===== src/rtl/scan_pkg.sv =====
// Shared scan-sequencer types: channel geometry and FSM state encoding.
// Pure declarations, no logic; imported by the finder and the sequencer.
package scan_pkg;

   localparam int NCHAN  = 8;
   localparam int CHAN_W = 3;

   localparam logic [1:0] ST_IDLE_ENC  = 2'd0;
   localparam logic [1:0] ST_DWELL_ENC = 2'd1;
   localparam logic [1:0] ST_DONE_ENC  = 2'd2;

   typedef enum logic [1:0] {
      IDLE  = ST_IDLE_ENC,
      DWELL = ST_DWELL_ENC,
      DONE  = ST_DONE_ENC
   } state_t;

endpackage


===== src/rtl/next_chan_find.sv =====
// Finds the nearest enabled channel above the current one, plus the lowest enabled channel.
// Purely combinational (zero latency); no flow control.
module next_chan_find
   import scan_pkg::*;
(
   input  logic [NCHAN-1:0]  mask_i,
   input  logic [CHAN_W-1:0] cur_i,
   output logic              found_o,
   output logic [CHAN_W-1:0] next_o,
   output logic [CHAN_W-1:0] low_o
);

   // Descending walk so the last hit is the closest one to the bottom / to cur_i.
   always_comb begin
      found_o = 1'b0;
      next_o  = '0;
      low_o   = '0;
      for (int k = NCHAN - 1; k >= 0; k--) begin
         if (mask_i[k]) begin
            low_o = CHAN_W'(k);
            if (k > int'(cur_i)) begin
               found_o = 1'b1;
               next_o  = CHAN_W'(k);
            end
         end
      end
   end

endmodule


===== src/rtl/channel_scan_seq.sv =====
// Steps a 3-to-8 decoder through the masked channels, holding each for dwell+1 cycles.
// Registered outputs, index/en valid one cycle after start; stop and rst abort without pulses.
module channel_scan_seq
   import scan_pkg::*;
#(
   parameter int DWELL_W = 4
) (
   input  logic               clk,
   input  logic               rst,
   input  logic               start,
   input  logic               stop,
   input  logic               continuous,
   input  logic [NCHAN-1:0]   mask,
   input  logic [DWELL_W-1:0] dwell,
   output logic               i0,
   output logic               i1,
   output logic               i2,
   output logic               en,
   output logic               busy,
   output logic               done,
   output logic               wrap
);

   state_t              state_q, state_d;
   logic [CHAN_W-1:0]   idx_q, idx_d;
   logic [DWELL_W-1:0]  cnt_q, cnt_d;
   logic [NCHAN-1:0]    mask_q, mask_d;
   logic [DWELL_W-1:0]  dwell_q, dwell_d;
   logic                en_q, en_d;
   logic                busy_q, busy_d;
   logic                done_q, done_d;
   logic                wrap_q, wrap_d;

   logic [NCHAN-1:0]    search_mask;
   logic                found;
   logic [CHAN_W-1:0]   next_idx;
   logic [CHAN_W-1:0]   low_idx;

   // In IDLE the finder looks at the live mask so the first channel is ready at the start edge.
   assign search_mask = (state_q == IDLE) ? mask : mask_q;

   next_chan_find u_find (
      .mask_i  (search_mask),
      .cur_i   (idx_q),
      .found_o (found),
      .next_o  (next_idx),
      .low_o   (low_idx)
   );

   always_comb begin
      state_d = state_q;
      idx_d   = idx_q;
      cnt_d   = cnt_q;
      mask_d  = mask_q;
      dwell_d = dwell_q;
      wrap_d  = 1'b0;
      if (stop) begin
         state_d = IDLE;
         idx_d   = '0;
         cnt_d   = '0;
      end else begin
         case (state_q)
            IDLE: begin
               if (start && (mask != '0)) begin
                  mask_d  = mask;
                  dwell_d = dwell;
                  idx_d   = low_idx;
                  cnt_d   = dwell;
                  state_d = DWELL;
               end
            end
            DWELL: begin
               if (cnt_q != '0) begin
                  cnt_d = cnt_q - DWELL_W'(1);
               end else if (found) begin
                  idx_d = next_idx;
                  cnt_d = dwell_q;
               end else if (continuous) begin
                  idx_d  = low_idx;
                  cnt_d  = dwell_q;
                  wrap_d = 1'b1;
               end else begin
                  idx_d   = '0;
                  state_d = DONE;
               end
            end
            DONE: begin
               state_d = IDLE;
            end
            default: begin
               state_d = IDLE;
               idx_d   = '0;
               cnt_d   = '0;
            end
         endcase
      end
      en_d   = (state_d == DWELL);
      busy_d = (state_d != IDLE);
      done_d = (state_d == DONE);
   end

   always_ff @(posedge clk or posedge rst) begin
      if (rst) begin
         state_q <= IDLE;
         idx_q   <= '0;
         cnt_q   <= '0;
         mask_q  <= '0;
         dwell_q <= '0;
         en_q    <= 1'b0;
         busy_q  <= 1'b0;
         done_q  <= 1'b0;
         wrap_q  <= 1'b0;
      end else begin
         state_q <= state_d;
         idx_q   <= idx_d;
         cnt_q   <= cnt_d;
         mask_q  <= mask_d;
         dwell_q <= dwell_d;
         en_q    <= en_d;
         busy_q  <= busy_d;
         done_q  <= done_d;
         wrap_q  <= wrap_d;
      end
   end

   assign i0   = idx_q[0];
   assign i1   = idx_q[1];
   assign i2   = idx_q[2];
   assign en   = en_q;
   assign busy = busy_q;
   assign done = done_q;
   assign wrap = wrap_q;

endmodule


===== config.mk =====
export PLATFORM = sky130hd
export DESIGN_NAME = channel_scan_seq
export DESIGN_NICKNAME = d
export VERILOG_FILES = /design/src/rtl/scan_pkg.sv /design/src/rtl/next_chan_find.sv /design/src/rtl/channel_scan_seq.sv
export SDC_FILE = /design/constraint.sdc
export NUM_CORES = 1
export LEC_CHECK = 0
export CAP_MARGIN = 20
export CORE_ASPECT_RATIO = 1.75
export CORE_MARGIN = 3
export CORE_UTILIZATION = 45
export CTS_BUF_LIST = sky130_fd_sc_hd__clkbuf_8
export CTS_CLUSTER_SIZE = 25
export DETAILED_ROUTE_END_ITERATION = 10
export PLACE_DENSITY = 0.73
export SLEW_MARGIN = 25
export SYNTH_ARGS = -nofsm -noshare
export SYNTH_HDL_FRONTEND = slang
export SYNTH_SLANG_ARGS = --single-unit

===== constraint.sdc =====
create_clock -name clk -period 6.07 [get_ports clk]
set_input_delay 1.214 -clock clk [delete_from_list [all_inputs] [get_ports clk]]
set_output_delay 1.214 -clock clk [all_outputs]
set_load 0.1 [all_outputs]

### Word-level counts from Yosys, hierarchy flattened

Index checks and enable logic that the tools add are counted.
Widths: inputs -> output; s select.

| cells by class | value |
|---|---|
| add/subtract/negate cells | 1 |
| order comparisons | 7 |
| equality and inequality tests | 8 |
| multiplexer cells | 60 |
| bitwise operators | 1 |
| reduce and logical (&&, ||, !) cells | 8 |

Operators by type and width:

| cell | count |
|---|---|
| $mux 3 | 27 |
| $mux 4 | 5 |
| $mux 1 | 19 |
| $gt 3x3->1 const A | 4 |
| $pmux 4 s3 | 1 |
| $mux 2 | 5 |
| $pmux 3 s3 | 1 |
| $reduce_and 3->1 | 3 |
| $mux 8 | 1 |
| $reduce_bool 8->1 | 1 |
| $gt 2x3->1 const A | 2 |
| $ne 5x5->1 const B | 1 |
| $eq 2x1->1 const B | 2 |
| $eq 2x2->1 const B | 2 |
| $pmux 2 s2 | 1 |
| $reduce_bool 4->1 | 1 |
| $sub 4x1->4 const B | 1 |
| $gt 1x3->1 const A | 1 |
| $ne 3x2->1 const B | 1 |
| $ne 3x3->1 const B | 1 |
| $logic_not 2->1 | 1 |
| $ne 2x2->1 const B | 1 |
| $reduce_bool 2->1 | 1 |
| $logic_and 1x1->1 | 1 |
| $not 1->1 | 1 |

| word-level totals | value |
|---|---|
| flip-flop bits (word level) | 25 |
| input bits | 17 |
| output and inout port bits | 7 |
| logic and storage cells | 94 |

### Logic depth before layout (Yosys ltp)

Gate-level depths: netlist of the first run.

| logic depth | value |
|---|---|
| depth in word-level cells | 20 |
| gate-level depth with buffers | 8 |
| depth with buffers taken out | 8 |

### Modules after synthesis

A second synthesis of the first run with hierarchy kept.

| second synthesis, totals | value |
|---|---|
| cell total of the unflattened synthesis | 150 |
| area, all modules | 1536.5 sq um |

By module, submodules not included:

| module | instances | cells an instance | area an instance (sq um) |
|---|---|---|---|
| channel_scan_seq | 1 | 112 | 1316.3 |
| next_chan_find | 1 | 38 | 220.2 |

### Worst setup path after synthesis of the first run

No wires, ideal clock.

| path | value |
|---|---|
| path type | input port to flip-flop |
| start | input port mask[7] |
| end | register cnt_q[0] |
| library setup time | 0.125 ns |
| arrival time | 2.817 ns |
| data required time | 5.945 ns |
| slack | 3.127 ns |
| stages on the path | 6 |
| buffers on the path | 0 |
| path through | or3_1 -> o211a_4 -> nor4_4 -> nand2b_4 -> o31a_4 -> mux2_4 |

| on the way | value |
|---|---|
| cells in the longest elaborated chain, start to end | 18 |
| elaborated cells between the ends (all ways) | 23 |

Ends and longest elaborated chain:

| element | line | RTL |
|---|---|---|
| start: declaration | channel_scan_seq.sv:13 | `input logic [NCHAN-1:0] mask,` |
| $mux 8 | channel_scan_seq.sv:40 | `assign search_mask = (state_q == IDLE) ? mask : mask_q;` |
| $mux 1 | next_chan_find.sv:19 | `if (mask_i[k]) begin` |
| $mux 1 | next_chan_find.sv:21 | `if (k > int'(cur_i)) begin` |
| $mux 1 | next_chan_find.sv:19 |  |
| $mux 1 | next_chan_find.sv:21 |  |
| $mux 1 | next_chan_find.sv:19 |  |
| $mux 1 | next_chan_find.sv:21 |  |
| $mux 1 | next_chan_find.sv:19 |  |
| [... 2 more ...] | n/a |  |
| $mux 1 | next_chan_find.sv:21 |  |
| $mux 1 | next_chan_find.sv:19 |  |
| $mux 1 | next_chan_find.sv:21 |  |
| $mux 1 | next_chan_find.sv:19 |  |
| $mux 4 | channel_scan_seq.sv:75 | `end else if (found) begin` |
| $mux 4 | channel_scan_seq.sv:73 | `if (cnt_q != '0) begin` |
| $pmux 4 s3 | channel_scan_seq.sv:62 | `case (state_q)` |
| $mux 4 | channel_scan_seq.sv:57 | `if (stop) begin` |
| end signal: assignment | channel_scan_seq.sv:116 | `cnt_q <= cnt_d;` |
| end: declaration | channel_scan_seq.sv:26 | `logic [DWELL_W-1:0] cnt_q, cnt_d;` |

Several ways; a longest one is shown, not always the timed one.
A chain may end at the register's enable or synchronous reset.

### Worst setup path after layout of the first run

| path | value |
|---|---|
| start | register idx_q[2] |
| end | output port i2 |

RTL lines:

| element | line | RTL |
|---|---|---|
| start: declaration | channel_scan_seq.sv:25 | `logic [CHAN_W-1:0] idx_q, idx_d;` |
| start signal: assignment | channel_scan_seq.sv:115 | `idx_q <= idx_d;` |
| end: declaration | channel_scan_seq.sv:17 | `output logic i2,` |

No word-level cell between the ends.

==> results.ini, run 1 <==
[clock_network]
clock-sinks=25
cts_max_path_buffers=2
cts_resized=0
clk_pin_slew_ns=0.09
clk_latency_ns=0.27
cts_setup_buffers=0
cts-root-buf=clkbuf_8
cts-htree-levels=1
cts_tree=built
cts-buffers-inserted=3
holdBufCountCts=0

[synthesis]
ys_seq_area_share_pct=36.9
synth_fp_nets=191
yosys.area.top_type=dfrtp_1
avgSynthCellArea_um2=9.85
synth-edff-count=0
synthTopCellsByArea=dfrtp_1 (37%), mux2_2 (6.6%), o21ai_0 (3.5%), mux2_4 (3.5%), nor3_1 (3.0%)
netlist_area_um2=1690
ys_ff_latch=25
async_flop_share_pct=100
synth_ff_type=dfrtp_1
synth_cell_type_count=53
yosysTopAreaCellShare_pct=36.9
synthCells=172
yosysWarnings=0

[drt]
vias=1495
viasPerCell=6.28
wl_per_cell_um=17.7
drc=0
ant_nets=0
drt_iter0_markers=52
drt-total-wl_um=4220
first_pass_iters=5

[final_layout]
layout_commonest_cell=dfrtp_1
layout_common_cells=dfrtp_1 (25), clkdlybuf4s50_1 (23), o21ai_0 (12), nand2_1 (11)
layout-drive-gt1-share_pct=16.1
final_nets=213
antenna_cells=0
syn_to_final_growth_pct=17.7

[sta]
clock_skew_ns=0.00414
hold_viol=0
slew_headroom_pct=34.7
tightestPinTransition_ns=0.976
setup_viol=0
fin_crit_sh_pct=54.5
max_freq_mhz=302
slew_viol_final=0
layout_setup_ws_ns=2.76
period_needed_ns=3.31
fin_setup_tns_ns=0
rsz0062_at_grt=no

[power_and_ir_drop]
comb_power_share_pct=40.3
power.leakage_nw=0.832
power_frac_seq_pct=41.4
netSwitchingFraction_pct=39.3
powerDensity_nw_per_um2=278
power_frac_clock_pct=18.3
p_switching_w=0.000218
power.internal_w=0.000337
power_w=0.000555
ir_worst_vdd_v=0.000195

[global_route]
antenna_found_initial=0
grt_max_degree=26
grt_pass1_vias=1557
overflow=0
grt_usage_pct=20.3
grt_pass1_wl_um=7110

[critical_path]
slowest_stage=clkdlybuf4s50_1
startpoint_type=flip-flop
r2r_cells=6
crit_type=flip-flop to output port
crit_buf_inv=1
worst_path_dominant_cell_family=buffers and inverters
endpoint_kind=output port
crit_chain=clkdlybuf4s50_1
critPathArrivalTime_ns=2.09
r2r_setup_slack_ns=3.30
max_stage_delay_ns=1.22
cp.required_ns=4.86
path_depth=1
crit_fanout=12

[flow_run]
max_cap_violations=0

[placed_design]
gp_congestion=0.909
numPortBuffers=23
hpwl_um=3150
place_ws_ns=2.37

[die]
die_area_um2=4570
die_width_um=52.4
placementRows=28
die_y_um=87.2
start_util_pct=48.4
core_um2=3500
ios=24

[worst_hold_path]
hold_class=flip-flop to flip-flop
holdPathStages=1

[run_status]
status=complete, no violations

==> routing by layer <==
metal | vias up | routed length (µm) | global-route usage, %
met1 | 745 | 1660 | 23.9
met5 | - | 0 | 0
met3 | 12 | 145 | 2.40
met4 | 0 | 145 | 9.07
met2 | 45 | 2270 | 35.7
li1 | 693 | - | -
==> final cells by class <==
type                       count  area, µm²
clock inverter                 1       5.00
tap                           45       56.3
sequential                    25        626
fill                         319       1510
multi-input combinational    131        995
timing repair buffer          24        238
inverter                       9       33.8
clock buffer                   3       41.3
==> path summary, 6_finish.rpt <==
check,endpoint,from
max in group asynchronous,mask_q[3]$_DFFE_PP0P_,rst
max reg2reg,cnt_q[3]$_DFFE_PP0P_,state_q[0]$_DFF_PP0_
min reg2reg,dwell_q[1]$_DFFE_PP0P_,dwell_q[1]$_DFFE_PP0P_
min in group asynchronous,done$_DFF_PP0_,rst
max,i2,idx_q[2]$_DFFE_PP0P_
min,dwell_q[1]$_DFFE_PP0P_,dwell_q[1]$_DFFE_PP0P_
==> cell families after synthesis <==
family	Yosys count	synth area share (%)
AOI/OAI and AO/OA	55	24.4
xor gates and xnor gates	1	0.517
adders and majority gates	2	1.48
buffers and inverters	16	4.73
DFF	25	36.9
muxes	18	12.6
and+or+nand+nor	55	19.4
==> cells in the mapped netlist, types with 4 or more instances <==
library cell,n
buf_2,4
mux2_2,10
dfrtp_1,25
a21oi_1,6
nand2_1,11
nor2_1,8
o31ai_1,4
mux2_4,4
o21ai_0,12
a21o_1,5
nor3_1,10
inv_1,9
mux2i_1,4
==> registers in the layout, summed over array words and instances, names as in the netlist <==
name	cells
wrap	1
idx_q	3
busy	1
done	1
en	1
state_q	2
dwell_q	4
mask_q	8
cnt_q	4
==> per-stage QoR <==
step	hold slack, ns	utilization (%)	instance area [µm²]	cells
2_1_floorplan	0.480	-	1690	172
4_1_cts	0.519	56.8	1990	238
3_5_place_dp	0.498	55.4	1940	234
5_1_grt	0.545	56.9	1990	238
3_3_place_gp	0.496	55.4	1940	234
6_report	0.517	56.9	1990	238
==> power groups by stage <==
stage | Sequential, W | Combinational (W) | Clock, W
floorplan | 0.000254 | 0.000139 | 0
global placement | 0.000231 | 0.000219 | 0
detailed placement | 0.000233 | 0.000223 | 0
CTS | 0.000229 | 0.000223 | 0.000102
global route | 0.000234 | 0.000243 | 0.000109
finish | 0.000230 | 0.000224 | 0.000102
No activity file was read; power rests on OpenSTA's default activity.
==> inputs of run 2 (changes only) <==
==> constraint.sdc (replaced) <==
create_clock -name clk -period 3.17 [get_ports clk]
set_input_delay 0.634 -clock clk [delete_from_list [all_inputs] [get_ports clk]]
set_output_delay 0.634 -clock clk [all_outputs]
set_load 0.1 [all_outputs]
==> run 2 against run 1 <==
Net effect:
- highest routed layer unchanged
- cell count grew 1.3%
- clock-buffer cell count is the same
- critical endpoint is now cnt_q[3]$_DFFE_PP0P_
- flip-flop and latch count is the same
- clock power up 86%
==> results.ini, run 2 (same netlist as run 1, synthesis figures left out) <==
[sta]
slew_headroom_pct=38.1
max_freq_mhz=367
fin_setup_tns_ns=0
tightestPinTransition_ns=0.923
slew_viol_final=0
layout_setup_ws_ns=0.446
period_needed_ns=2.72
clock_skew_ns=0.00680
hold_viol=0
rsz0062_at_grt=no
fin_crit_sh_pct=85.9
setup_viol=0

[critical_path]
worst_path_dominant_cell_family=simple AND/OR/NAND/NOR gates
path_depth=7
r2r_cells=7
crit_fanout=5
crit_chain=clkdlybuf4s50_1 > or3_1 > o211a_4 > nor4_4 > nand2b_4 > o31a_4 > mux2_4
startpoint_type=input pin
crit_buf_inv=1
cp.required_ns=3.32
critPathArrivalTime_ns=2.88
slowest_stage=clkdlybuf4s50_1
max_stage_delay_ns=0.50
endpoint_kind=flip-flop
crit_type=input pin to flip-flop

[clock_network]
clock-sinks=25
cts_tree=built
cts_resized=0
holdBufCountCts=0
clk_pin_slew_ns=0.09
cts-root-buf=clkbuf_8
cts-buffers-inserted=3
cts-htree-levels=1
cts_setup_buffers=0
cts_max_path_buffers=2
clk_latency_ns=0.27

[placed_design]
numPortBuffers=23
gp_congestion=0.943
place_ws_ns=0.166
hpwl_um=3260

[drt]
first_pass_iters=4
wl_per_cell_um=17.9
viasPerCell=6.19
drc=0
drt_iter0_markers=90
ant_nets=0
drt-total-wl_um=4310
vias=1492

[worst_hold_path]
hold_class=flip-flop to flip-flop
holdPathStages=1

[global_route]
grt_pass1_vias=1508
overflow=0
grt_usage_pct=20.5
grt_pass1_wl_um=7190
antenna_found_initial=0
grt_max_degree=26

[final_layout]
largest_reg_flops=8
syn_to_final_growth_pct=17.7
antenna_cells=0
top_regs=mask_q (8), cnt_q (4), dwell_q (4)
layout-drive-gt1-share_pct=20.9
top_register=mask_q
final_nets=216
layout_common_cells=dfrtp_1 (25), clkdlybuf4s50_1 (16), o21ai_0 (12), nand2_1 (11), buf_4 (11)
layout_commonest_cell=dfrtp_1

[die]
die_width_um=52.4
core_um2=3500
die_y_um=87.2
start_util_pct=48.4
placementRows=28
die_area_um2=4570
ios=24

[flow_run]
max_cap_violations=0

[run_status]
status=complete, no violations

[power_and_ir_drop]
ir_worst_vdd_v=0.000335
power.leakage_nw=0.857
powerDensity_nw_per_um2=532

run 2: worst paths after layout:
path / from / to / slack, ns
max in group asynchronous: rst / cnt_q[3]$_DFFE_PP0P_ / 1.99
min in group asynchronous: rst / en$_DFF_PP0_ / 0.76
max reg2reg: state_q[0]$_DFF_PP0_ / cnt_q[3]$_DFFE_PP0P_ / 0.51
max: mask[7] / cnt_q[3]$_DFFE_PP0P_ / 0.45
min reg2reg: dwell_q[2]$_DFFE_PP0P_ / dwell_q[2]$_DFFE_PP0P_ / 0.51
min: dwell_q[2]$_DFFE_PP0P_ / dwell_q[2]$_DFFE_PP0P_ / 0.51
run 2: per-layer routing:
metal,track usage (%),up-vias,wire length (µm)
met5,0,-,0
met4,9.30,0,104
met3,1.54,10,228
met2,36.2,54,2360
met1,24.3,731,1620
li1,-,697,-
run 2: through the flow:
stage                     hold slack (ns)  instances  total power (W)  cell area (µm²)  utilization (%)
after global routing                0.544        241          0.00112             1990             56.9
after floorplan                     0.480        172         0.000753             1690                -
final                               0.514        241          0.00106             1990             56.9
after global placement              0.491        237         0.000859             1950             55.6
after CTS                           0.520        241          0.00106             1990             56.9
after detailed placement            0.500        237         0.000873             1950             55.6
run 2: layout make-up:
class                           count  area (µm²)
Inverter                            9        33.8
Sequential cell                    25         626
Timing Repair Buffer               27         243
Clock buffer                        3        41.3
Multi-Input combinational cell    131         988
Clock inverter                      1        5.00
Fill cell                         317        1510
Tap cell                           45        56.3
run 2: power by group:
part	internal, W	switching, W	leakage, nW
clock	0.0000878	0.000102	0.0255
combinational	0.000185	0.000250	0.518
sequential	0.000371	0.0000655	0.314
total	0.000643	0.000418	0.857
run 2: worst register-to-register path, stage by stage (launching register included):
cell,delay (ns)
dfrtp_1,0.59
buf_4,0.28
or3_1,0.36
o211a_4,0.16
nor4_4,0.37
nand2b_4,0.11
o31a_4,0.38
mux2_4,0.30
==> inputs of run 3 (changes only) <==
--- a/config.mk
+++ b/config.mk
@@ -5,15 +5,14 @@
 export SDC_FILE = /design/constraint.sdc
 export NUM_CORES = 1
 export LEC_CHECK = 0
-export CAP_MARGIN = 20
 export CORE_ASPECT_RATIO = 1.75
 export CORE_MARGIN = 3
 export CORE_UTILIZATION = 45
-export CTS_BUF_LIST = sky130_fd_sc_hd__clkbuf_8
+export CTS_BUF_LIST = sky130_fd_sc_hd__clkbuf_16
 export CTS_CLUSTER_SIZE = 25
 export DETAILED_ROUTE_END_ITERATION = 10
 export PLACE_DENSITY = 0.73
-export SLEW_MARGIN = 25
+export SLEW_MARGIN = 20
 export SYNTH_ARGS = -nofsm -noshare
 export SYNTH_HDL_FRONTEND = slang
 export SYNTH_SLANG_ARGS = --single-unit
==> run 3 against run 2 <==
Net effect:
- clock power up 52%
- power up 9.5%
- clock-buffer cell count unchanged
- sequential share of layout area down 0.52 points
- clock skew down 0.0031 ns
==> results.ini, run 3 (same netlist as run 1, synthesis figures left out) <==
[run_status]
status=complete, no violations

[global_route]
grt_pass1_vias=1527
grt_max_degree=26
overflow=0
grt_usage_pct=21.3
antenna_found_initial=0
grt_pass1_wl_um=7390

[die]
die_width_um=52.4
placementRows=28
core_um2=3500
die_y_um=87.2
die_area_um2=4570
start_util_pct=48.4
ios=24

[clock_network]
clk_latency_ns=0.26
holdBufCountCts=0
cts-htree-levels=1
cts_max_path_buffers=2
cts-root-buf=clkbuf_16
cts_setup_buffers=0
cts_tree=built
clk_pin_slew_ns=0.07
cts_resized=0
clock-sinks=25
cts-buffers-inserted=3

[power_and_ir_drop]
comb_power_share_pct=37.6
powerDensity_nw_per_um2=573
netSwitchingFraction_pct=37.5
p_switching_w=0.000436
ir_worst_vdd_v=0.000334
power_frac_seq_pct=37.6
power_frac_clock_pct=24.7
power.internal_w=0.000726
power.leakage_nw=0.877

[critical_path]
max_stage_delay_ns=0.51
crit_fanout=5
startpoint_type=input pin
crit_chain=clkdlybuf4s50_1 > or3_1 > o211a_4 > nor4_4 > nand2b_4 > o31a_4 > mux2_4
cp.required_ns=3.32
r2r_cells=7
slowest_stage=clkdlybuf4s50_1
critPathArrivalTime_ns=2.88
endpoint_kind=flip-flop
crit_type=input pin to flip-flop

[sta]
hold_viol=0
tightestPinTransition_ns=0.974
slew_viol_final=0
slew_headroom_pct=35.0
setup_viol=0
max_freq_mhz=366
rsz0062_at_grt=no
fin_crit_sh_pct=86.2
holdWs_ns=0.509
clock_skew_ns=0.00367
fin_setup_tns_ns=0
period_needed_ns=2.73

[worst_hold_path]
holdPathStages=1
hold_class=flip-flop to flip-flop

[drt]
drt-total-wl_um=4420
drc=0
first_pass_iters=4
drt_iter0_markers=72
ant_nets=0
viasPerCell=6.25
vias=1507
wl_per_cell_um=18.4

[final_layout]
top_register=mask_q
fin_cells=241
antenna_cells=0
top_regs=mask_q (8), cnt_q (4), dwell_q (4)
final_nets=216
layout_common_cells=dfrtp_1 (25), clkdlybuf4s50_1 (16), o21ai_0 (12), nand2_1 (11), buf_4 (11)
syn_to_final_growth_pct=19.6
layout-drive-gt1-share_pct=20.9
stdcell_area_um2=2030
layout_commonest_cell=dfrtp_1
largest_reg_flops=8

[placed_design]
gp_congestion=0.943
placed_cells=237
numPortBuffers=23
placed_area_um2=1950
hpwl_um=3260

[flow_run]
max_cap_violations=0

[run 3: cell types whose count changed in the layout (fill, tap and decap cells not counted), sizes merged]
cell    delta
clkinv     -1
inv        +1
[run 3: final cells by class]
cell class / count / area, µm²
fillers: 316 / 1480
multi-input cells: 131 / 988
flip-flops and latches: 25 / 626
repair buffers: 27 / 243
clock buffers: 3 / 75.1
well taps: 45 / 56.3
inverters: 9 / 33.8
clock inverters: 1 / 5.00
[run 3: worst paths after layout]
check,start,endpoint,slack [ns]
worst max-delay path,mask[7],cnt_q[3]$_DFFE_PP0P_,0.44
worst min-delay path,dwell_q[2]$_DFFE_PP0P_,dwell_q[2]$_DFFE_PP0P_,0.51
worst max register to register,state_q[0]$_DFF_PP0_,cnt_q[3]$_DFFE_PP0P_,0.50
worst min register to register,dwell_q[2]$_DFFE_PP0P_,dwell_q[2]$_DFFE_PP0P_,0.51
max in group asynchronous,rst,mask_q[2]$_DFFE_PP0P_,1.68
min in group asynchronous,rst,en$_DFF_PP0_,0.90
[run 3: metrics by stage]
stage / power, W / worst slack, ns / util, %
floorplan: 0.000753 / 0.497 / -
finish: 0.00116 / 0.437 / 57.9
CTS: 0.00116 / 0.425 / 57.9
global placement: 0.000859 / 0.246 / 55.6
global route: 0.00121 / 0.361 / 57.9
detailed placement: 0.000873 / 0.166 / 55.6
[run 3: critical path, delay by kind of cell]
family | cells | cell delay, ns
compound gates | 2 | 0.53
mux | 1 | 0.30
simple gates | 3 | 0.90
buf+inv | 1 | 0.51
[run 3: metal layers]
metal	track usage, %	wire, µm	vias to the layer above	part of all wire, %
met1	25.1	1620	735	37
met2	36.7	2420	55	55
met5	0	0	-	0
met3	2.92	197	20	4.5
li1	-	-	697	-
met4	10.5	183	0	4.1
[run 3: power by group through the flow]
stage / clock network (W) / logic, W / registers (W)
2_1_floorplan: 0 / 0.000267 / 0.000486
3_3_place_gp: 0 / 0.000420 / 0.000439
3_5_place_dp: 0 / 0.000431 / 0.000442
4_1_cts: 0.000286 / 0.000435 / 0.000437
5_1_grt: 0.000296 / 0.000471 / 0.000446
6_report: 0.000288 / 0.000438 / 0.000437
